`src/rtl/frame_downscaler.sv`:
```
// -----------------------------------------------------------------------------
// frame_downscaler
//
// Streaming box-filter downscaler. The raster input stream is reduced by
// averaging every non-overlapping KxK block (K = 2**SCALE_LOG2) into one output
// pixel. One partial-sum accumulator per output column is kept, so a whole
// frame is reduced without buffering the frame.
//
// Parameters:
//   RESOLUTION  bits per pixel (input and output)
//   IMG_WIDTH   input pixels per line, multiple of K
//   IMG_HEIGHT  input lines per frame, multiple of K
//   SCALE_LOG2  log2 of the block edge K (must be >= 1)
//   ROUND       0 = truncate, 1 = round half up
//
// Ports:
//   clk        single clock, all state on the rising edge
//   reset      asynchronous, active-low
//   in_pixel   input pixel value
//   in_valid   in_pixel is valid
//   in_sof     current beat is the first pixel of a frame
//   in_ready   block can accept a beat this cycle
//   out_pixel  averaged pixel
//   out_valid  out_pixel is valid
//   out_ready  sink accepts out_pixel
//   out_eof    high with the last output pixel of a frame
//   frame_err  one-cycle pulse when in_sof arrives away from position (0,0)
// -----------------------------------------------------------------------------
module frame_downscaler #(
   parameter int RESOLUTION = 8,
   parameter int IMG_WIDTH  = 160,
   parameter int IMG_HEIGHT = 160,
   parameter int SCALE_LOG2 = 1,
   parameter int ROUND      = 0
) (
   input  logic                  clk,
   input  logic                  reset,
   input  logic [RESOLUTION-1:0] in_pixel,
   input  logic                  in_valid,
   input  logic                  in_sof,
   output logic                  in_ready,
   output logic [RESOLUTION-1:0] out_pixel,
   output logic                  out_valid,
   input  logic                  out_ready,
   output logic                  out_eof,
   output logic                  frame_err
);

   localparam int K    = 1 << SCALE_LOG2;
   localparam int NBLK = IMG_WIDTH / K;
   localparam int ACCW = RESOLUTION + 2 * SCALE_LOG2;
   localparam int COLW = (IMG_WIDTH  > 1) ? $clog2(IMG_WIDTH)  : 1;
   localparam int ROWW = (IMG_HEIGHT > 1) ? $clog2(IMG_HEIGHT) : 1;
   localparam int BXW  = (NBLK > 1) ? $clog2(NBLK) : 1;

   localparam logic [COLW-1:0] COL_LAST = COLW'(IMG_WIDTH - 1);
   localparam logic [ROWW-1:0] ROW_LAST = ROWW'(IMG_HEIGHT - 1);
   localparam logic [COLW-1:0] CX_MASK  = COLW'(K - 1);
   localparam logic [ROWW-1:0] RY_MASK  = ROWW'(K - 1);
   localparam logic [ACCW-1:0] RND_BIAS = (ROUND != 0) ? ACCW'(K * K / 2) : '0;

   logic [COLW-1:0] col;
   logic [ROWW-1:0] row;
   logic [COLW-1:0] eff_col;
   logic [ROWW-1:0] eff_row;
   logic [ACCW-1:0] acc [NBLK];

   logic            accept;
   logic            at_origin;
   logic            restart;
   logic            blk_first;
   logic            blk_last;
   logic            frame_last;
   logic [BXW-1:0]  bx;
   logic [ACCW-1:0] acc_base;
   logic [ACCW-1:0] acc_next;
   logic [ACCW-1:0] sum;

   // A completing beat must never overwrite an unconsumed result, so the
   // input side simply stalls whenever the output register is full and the
   // sink is not taking it this cycle.
   assign in_ready = !out_valid || out_ready;

   // Beat decode. An in_sof away from the origin restarts the frame, so the
   // offending beat is treated as position (0,0) everywhere below. The sum
   // of the KxK block fits in ACCW bits, and the rounding bias cannot carry
   // past it, so no saturation is needed.
   always_comb begin
      accept     = in_valid && in_ready;
      at_origin  = (col == '0) && (row == '0);
      restart    = in_sof && !at_origin;
      eff_col    = restart ? '0 : col;
      eff_row    = restart ? '0 : row;
      bx         = BXW'(eff_col >> SCALE_LOG2);
      blk_first  = ((eff_col & CX_MASK) == '0) && ((eff_row & RY_MASK) == '0);
      blk_last   = ((eff_col & CX_MASK) == CX_MASK) && ((eff_row & RY_MASK) == RY_MASK);
      frame_last = (eff_col == COL_LAST) && (eff_row == ROW_LAST);
      acc_base   = blk_first ? '0 : acc[bx];
      acc_next   = acc_base + ACCW'(in_pixel);
      sum        = acc_next + RND_BIAS;
   end

   // Raster position counters, frame error pulse and the single-entry output
   // register. A new result loads even when the old one is being handed off
   // in the same cycle; otherwise a handoff empties the register.
   always_ff @(posedge clk or negedge reset) begin
      if (!reset) begin
         col       <= '0;
         row       <= '0;
         out_pixel <= '0;
         out_valid <= 1'b0;
         out_eof   <= 1'b0;
         frame_err <= 1'b0;
      end else begin
         frame_err <= accept && restart;
         if (accept) begin
            if (eff_col == COL_LAST) begin
               col <= '0;
               row <= (eff_row == ROW_LAST) ? '0 : eff_row + 1'b1;
            end else begin
               col <= eff_col + 1'b1;
               row <= eff_row;
            end
         end
         if (accept && blk_last) begin
            out_valid <= 1'b1;
            out_pixel <= RESOLUTION'(sum >> (2 * SCALE_LOG2));
            out_eof   <= frame_last;
         end else if (out_valid && out_ready) begin
            out_valid <= 1'b0;
            out_eof   <= 1'b0;
         end
      end
   end

   // Per-column partial sums. No reset: the first pixel of every block
   // overwrites its entry, so stale contents are never observed.
   always_ff @(posedge clk) begin
      if (accept) begin
         acc[bx] <= acc_next;
      end
   end

endmodule

```
`config.mk`:
```
export PLATFORM = sky130hd
export DESIGN_NAME = frame_downscaler
export DESIGN_NICKNAME = d
export VERILOG_FILES = /design/src/rtl/frame_downscaler.sv
export SDC_FILE = /design/constraint.sdc
export NUM_CORES = 1
export LEC_CHECK = 0
export CAP_MARGIN = 20
export CELL_PAD_IN_SITES_DETAIL_PLACEMENT = 1
export CELL_PAD_IN_SITES_GLOBAL_PLACEMENT = 2
export CORE_ASPECT_RATIO = 0.8
export CORE_MARGIN = 10
export CORE_UTILIZATION = 47
export DETAILED_ROUTE_END_ITERATION = 10
export GPL_TIMING_DRIVEN = 0
export PLACE_DENSITY = 0.77
export SLEW_MARGIN = 10
export SYNTH_ARGS = -nofsm -noshare
export SYNTH_HDL_FRONTEND = slang
export SYNTH_SLANG_ARGS = --single-unit
```
`constraint.sdc`:
```
create_clock -name clk -period 6.8 [get_ports clk]
set_input_delay 1.02 -clock clk [delete_from_list [all_inputs] [get_ports clk]]
set_output_delay 1.02 -clock clk [all_outputs]
set_load 0.01 [all_outputs]
```
# Yosys cells after proc, flatten, opt, wreduce, memory -nomap -nowiden
# Memories as Yosys holds them, arrays and structs flattened.
# Index checks and enable logic that the tools add are counted.
[totals] ff_bits=27 mem_bits_rw=800 memories=1 out_inout_bits=12
[classes] n_addsub=3 eq_ne=2 n_mux=11 reduce_logical=17
[memory_table] name="acc" depth=80 word_bits=10 rd=1 rd_ports_with_merged_regs=0 wr=1 line_no="66" text="logic [ACCW-1:0] acc [NBLK];"
[op_table] op="8-bit 2-to-1 mux" count=5
[op_table] op="8-bit zero test" count=4
[op_table] op="8-bit by 1-bit adder with 8-bit output (second input constant)" count=2
[op_table] op="8-bit == test (second input constant)" count=2
[op_table] op="10-bit by 8-bit adder with 10-bit output" count=1
[op_table] op="10-bit 2-to-1 mux" count=1
[op_table] op="1-bit logical AND" count=9
[op_table] op="1-bit 2-to-1 mux" count=5
[op_table] op="1-bit zero test" count=2
[op_table] op="2-bit nonzero test" count=1
[op_table] op="1-bit logical OR" count=1

# Logic depth before layout (Yosys ltp)
# Gate-level depths: netlist (run 1).
[logic_depth] depth_word=9 mapped_depth=23

# Worst setup path before layout (run 1)
# Ideal clock, no wire load.
[synth_path] path_type="in2reg" startpoint="input in_sof" endpoint="memory acc[0][8] in the netlist's numbering, data pin" path_slack_ps=-32 path_buffers=4 stages=20 required_time_ps=6136 arrival_time_ps=6168 setup_time_ps=664 path_cell_list="buf_4 or4b_4 buf_6 buf_6 buf_6 o22ai_2 nor2_1 o2111ai_1 o41ai_1 a221o_1 o211ai_1 a21oi_1 ha_1 a21o_1 a21oi_1 o21bai_1 a21oi_1 o21bai_1 a21oi_1 xnor2_1"
[synth_via] elab_chain_len=6 elab_cells_between_ends=9 cone_classes="add/sub: 1; mux: 3; reduce/logical: 4; memory: 1"
[synth_lines] element="from (decl)" line_no="40" text="input logic in_sof,"
[synth_lines] element="1-bit logical AND *" line_no="91" text="restart = in_sof && !at_origin;"
[synth_lines] element="branches (longest 3 deep; another with memory 80 x 10 bit)"
[synth_lines] element="10-bit 2-to-1 mux *" line_no="98" text="acc_base = blk_first ? '0 : acc[bx];"
[synth_lines] element="10-bit by 8-bit adder with 10-bit output *" line_no="99" text="acc_next = acc_base + ACCW'(in_pixel);"
[synth_lines] element="net acc_next[8]" line_no="76" text="logic [ACCW-1:0] acc_next;"
[synth_lines] element="to (decl)" line_no="66"
# Mark *: on every way through the listed nets, which the timed path passes.

# Worst setup path in the final report (run 1)
[layout_path] startpoint="input in_sof" endpoint="memory acc[56][7] in the netlist's numbering, data pin"
# Same word-level chain as after synthesis.

==> run summary, run 1 <==
Vias per cell -> 6.71
Total grt overflow -> 0
Critical Path AT -> 7140 ps
Max_slew headroom -> 27.5%
Pin count of the biggest net entering global routing -> 81
Clock skew -> 44.2 ps
Vias -> 21.8k
Clk_lat worst skew -> 660 ps
Num CTS Buffers -> 80
CTS max path bufs -> 3
Slew @ Worst Pin -> 1090 ps
Final Core Density -> 55.4%
Switching share of power -> 30.2%
First-pass GRT wire length -> 169000 um
Fin nets -> 2292
Dpl cell area -> 0.0348 mm2
Gr usage total -> 30.4%
Psw -> 4190 uW
H-tree depth -> 3
Max_cap viols -> 0
Drt initial violations -> 3746
Worst slack, placed -> -1250 ps
Placed cells -> 3103
Clk slew on worst S/H paths -> 60 ps
Leak Pwr -> 0.0120 uW
Combinational share of power -> 21.8%
Routability cong. -> 0.894
Top Ports -> 25
Cell taking the most area after synthesis -> edfxtp_1
Worst VDD drop -> 247 uV
Vias in the first global route -> 21.6k
Avg Inst Size Synth -> 15.4 um2
Pwr dens -> 370 mW/mm2
Count of cell types in the netlist -> 85
Crit path time final -> 6650 ps
R2R setup slack -> 280 ps
Clock root buffer -> clkbuf_16
Drt wl/cell -> 37.7 um
Synth top area share -> 74.7%
Initial antenna violation count -> 3
Reg power frac -> 46.5%
Fmax achieved -> 0.150 GHz
RSZ-0062 raised after global routing -> no
Largest cells by area after synthesis -> edfxtp_1 75%, o22ai_1 2.9%, nand2_1 2.3%, nor2_1 2.1%, dfrtp_1 2.1%
Ys async rst share -> 3.26%
DR pass1 iterations -> 6
Hold_buf cts -> 0
Top cells by count, synth -> 800 x edfxtp_1, 195 x nand2_1, 182 x nor2_1
Synth Register Bits -> 827
Reg2Reg Depth -> 18
RR Endpoint -> acc[56][7]$_DFFE_PP_
Syn Inst Count -> 2092
Final Hold Vio Count -> 0
Starting utilization of the core area -> 47.6%
Total wire length -> 122000 um
Die outline width -> 312 um
DIE HEIGHT -> 254 um
Final setup fails -> 0
Final TNS setup -> 0 ps
FP Rows -> 85
Syn_nets -> 2116
Period utilization -> 97.8%
Post-CTS Repair Setup Buffers -> 0
Seq/Total Area, Yosys -> 76.8%
Status -> finished clean
Cell with the most instances after synthesis -> edfxtp_1
Crit Path Max Fanout -> 21
Count of pins over their slew limit -> 0
Fraction of layout cells with a size suffix above 1 -> 17.1%
Ys flop type -> edfxtp_1
Syn Std Cell Area -> 0.0322 mm2
Post-DRT Antenna Nets -> 0
CTS tree -> done
Int Pwr -> 9660 uW
Post-synth EDFFs -> 800
Clk pwr share -> 31.7%
Area of the core -> 0.0675 mm2
Startpoint Class -> input pin
Setup crit end kind -> register
Critical Path RT -> 7290 ps
Clock sinks -> 827
Worst min-delay path class -> input pin to async pin
Synthesis Warnings -> 0
Final instance area -> 0.0374 mm2
Final cell count without fillers -> 3240
Buffers on Ports -> 24
Critical path class -> input pin to register
Area delta synth->final -> 16.3%
DRC viols -> 0
Die area -> 0.0794 mm2
Worst flop-to-flop path startpoint -> col[6]$_DFFE_PN0P_
Fill cell count -> 6318
Post-DP HPWL -> 82800 um
Setup WS post-layout -> 151 ps
## area by class of cell
class                   instances  area (um2)  share of cell area [%]
diodes                          1        2.50                 0.00669
plain buffers                 124         759                    2.03
clock buffers                  94        2080                    5.55
clock inverters                46         413                    1.10
inverters                       8        33.8                  0.0903
multi-input cells            1127        7030                    18.8
flip-flops and latches        827       24700                    66.0
well taps                     913        1140                    3.05
repair buffers                100        1250                    3.34
## worst max path at each step
stage / start / to / cells after the start
4_1_cts: in_sof / acc[59][8]$_DFFE_PP_ / 19
2_1_floorplan: in_sof / acc[0][7]$_DFFE_PP_ / 18
5_1_grt: in_sof / acc[56][7]$_DFFE_PP_ / 22
3_5_place_dp: in_sof / acc[58][7]$_DFFE_PP_ / 21
6_report: in_sof / acc[56][7]$_DFFE_PP_ / 22
3_3_place_gp: in_sof / acc[60][6]$_DFFE_PP_ / 16
## per-layer routing
metal	vias up	global-route usage, %	routed length, um
li1	8613	-	-
met1	11200	42.7	48600
met2	1641	44.6	52500
met3	287	8.35	16200
met4	2	11.5	5030
met5	-	0	12
## metrics by stage
stage          hold slack, ps  power (uW)
4_1_cts                   410       13700
5_1_grt                   440       14100
3_3_place_gp              459        9160
6_report                  400       13800
3_5_place_dp              469        9450
2_1_floorplan             472        7960
## critical path, cell delays in order
cell             delay (ps)
clkdlybuf4s50_1         420
buf_4                   170
buf_2                   220
nor2_2                  320
buf_2                   390
buf_4                   370
buf_2                   390
o21ai_0                 170
nor3_2                  390
o32ai_2                 180
a211oi_2                440
ha_1                    300
a21o_1                  150
a21oi_1                 290
nor2b_1                 100
o31a_1                  320
o21a_1                  190
nor2_1                  250
xnor2_4                 270
buf_6                   280
buf_6                   220
buf_6                   220
## power groups by stage
stage               logic [uW]  registers, uW  clock network [uW]
floorplan                 1320           6640                   0
global placement          2400           6760                   0
detailed placement        2910           6540                   0
CTS                       2920           6440                4380
global route              3110           6440                4580
finish                    3010           6440                4390
## cells in the final DEF, fill, tap and decap left out, types with 51 or more instances in the layout
cell type    n
edfxtp_1   800
nand2_1    192
o22ai_1    151
nor2_1     119
o21ai_0    103
clkbuf_16   81
nor2_2      64
a31oi_1     62
mux2i_1     54
buf_6       51
## state kept, by name, summed over array words and instances (netlist names)
register,cells
acc,800
out_valid,1
row,8
col,8
out_eof,1
frame_err,1
out_pixel,8
## logic make-up after synthesis
kind of cell,synth area share (%)
compound gates,10.2
xor+xnor,0.218
fa+ha+maj,0.451
buf+inv,2.37
flops,76.8
mux,2.50
simple gates,7.43
## repair_timing
item                                    CTS  global route
endpoints found under the setup margin  322           142
pin swaps                                 0             0
gates resized for setup                  16            33
(Power assumes the default switching activity.)
==> run 2: changes to the inputs <==
CORE_MARGIN = default   (was 10)
GPL_ROUTABILITY_DRIVEN = 0   (was default)
==> run summary, run 2 (synthesized netlist as in run 1, its figures left out) <==
Pwr dens -> 374 mW/mm2
Crit path time final -> 6680 ps
Final Hold Vio Count -> 0
Clk slew on worst S/H paths -> 60 ps
Drt wl/cell -> 37.8 um
First-pass GRT wire length -> 168000 um
Fmax achieved -> 0.150 GHz
Critical path class -> input pin to register
Hold_buf cts -> 0
Reg2Reg Depth -> 19
H-tree depth -> 3
Total wire length -> 123000 um
Clock sinks -> 827
Crit Path Max Fanout -> 21
Number of flip-flops in the largest register -> 800
Fin nets -> 2296
Buffers on Ports -> 24
Overall power -> 14000 uW
Post-DRT Antenna Nets -> 0
Total grt overflow -> 0
CTS tree -> done
CTS max path bufs -> 3
Die area -> 0.0695 mm2
Final instance area -> 0.0375 mm2
Starting utilization of the core area -> 47.7%
Vias -> 22.0k
Max_slew headroom -> 25.4%
DRC viols -> 0
Pin count of the biggest net entering global routing -> 81
Setup crit end kind -> register
Post-DP HPWL -> 81800 um
Top Ports -> 25
Area of the core -> 0.0674 mm2
Period utilization -> 98.2%
Slew @ Worst Pin -> 1120 ps
Dpl cell area -> 0.0348 mm2
Worst VDD drop -> 221 uV
Count of pins over their slew limit -> 0
RSZ-0062 raised after global routing -> no
Initial antenna violation count -> 3
FP Rows -> 85
Vias in the first global route -> 21.2k
Clock root buffer -> clkbuf_16
Drt initial violations -> 3552
Worst min-delay path class -> input pin to async pin
Final setup fails -> 0
Die outline width -> 294 um
DIE HEIGHT -> 236 um
Fraction of layout cells with a size suffix above 1 -> 17.2%
DR pass1 iterations -> 6
Gr usage total -> 35.4%
Leak Pwr -> 0.0121 uW
Startpoint Class -> input pin
Most common cell after layout, fill and taps aside -> edfxtp_1
Fill cell count -> 6398
Vias per cell -> 6.77
Most frequent cells in the layout -> 800 x edfxtp_1, 192 x nand2_1, 151 x o22ai_1
Critical Path RT -> 7300 ps
Clk_lat worst skew -> 660 ps
Clock skew -> 26.9 ps
Max_cap viols -> 0
Critical Path AT -> 7170 ps
Area delta synth->final -> 16.6%
Status -> finished clean
Num CTS Buffers -> 81
Largest Register -> acc
run 2: cell types whose count changed in the layout (fill, tap and decap cells not counted), sizes merged:
cell | before | now
bufinv | 6 | 8
diode | 1 | 2
inv | 8 | 14
clkdlybuf4s15 | 3 | 2
clkbuf | 136 | 143
buf | 156 | 159
clkinvlp | 6 | 5
clkinv | 34 | 26
run 2: worst max-delay path, stage by stage:
cell and delay [ps]:
clkdlybuf4s50_1 470, buf_4 170, buf_2 310, buf_2 430, nand2b_1 320, buf_2 600, o21ai_0 250, a31oi_1 230
o21ai_0 220, nor3_1 290, nor3_1 90, a211oi_1 390, ha_4 210, fa_4 280, a21o_1 130, a21oi_1 110
o21bai_1 170, a21oi_1 140, xnor2_2 630, buf_6 300, buf_8 200, buf_8 170
run 2: layout make-up:
| type | count | area, um2 | share of cell area (%) |
|---|---|---|---|
| flip-flops and latches | 827 | 24700 | 65.8 |
| repair buffers | 99 | 1240 | 3.31 |
| diodes | 2 | 5.00 | 0.0133 |
| clock buffers | 100 | 2140 | 5.70 |
| well taps | 913 | 1140 | 3.05 |
| inverters | 8 | 33.8 | 0.0901 |
| multi-input cells | 1127 | 7020 | 18.7 |
| clock inverters | 45 | 464 | 1.24 |
| plain buffers | 128 | 767 | 2.04 |
run 2: layer usage:
layer	vias to the layer above	GRT usage (%)	wire length, um
met1	11500	51.5	48900
li1	8618	-	-
met4	2	13.8	4750
met2	1646	50.7	53000
met3	273	9.85	16100
met5	-	0	20
run 2: stage by stage:
step | hold slack (ps) | util, % | TNS [ps] | setup WS (ps) | instances
floorplan | 472 | - | 0 | 52.3 | 2092
global placement | 459 | 49.8 | -2907910 | -5660 | 3029
detailed placement | 462 | 51.6 | -465470 | -1460 | 3101
CTS | 420 | 55.5 | 0 | 1.62 | 3244
global route | 449 | 55.6 | 0 | 1.43 | 3247
finish | 409 | 55.6 | 0 | 124 | 3249
run 2: timing repair:
action,CTS,global route
resized for setup,20,25
setup endpoints to repair,338,192
hold endpoints to repair,0,0
buffers inserted,0,0
run 2: worst paths after layout:
| kind | from | to | slack, ps |
|---|---|---|---|
| max | in_sof | acc[59][6]$_DFFE_PP_ | 120 |
| max reg2reg | col[5]$_DFFE_PN0P_ | acc[55][9]$_DFFE_PP_ | 450 |
| max in group asynchronous | reset | out_pixel[3]$_DFFE_PN0P_ | 5940 |
| min in group clk | out_pixel[1]$_DFFE_PN0P_ | out_pixel[1]$_DFFE_PN0P_ | 490 |
| min reg2reg | out_pixel[1]$_DFFE_PN0P_ | out_pixel[1]$_DFFE_PN0P_ | 490 |
| min | reset | row[1]$_DFFE_PN0P_ | 410 |
run 2: where the power goes:
part / internal, uW / switching [uW]
clock: 2550 / 2020
sequential: 6420 / 20.6
combinational: 822 / 2200
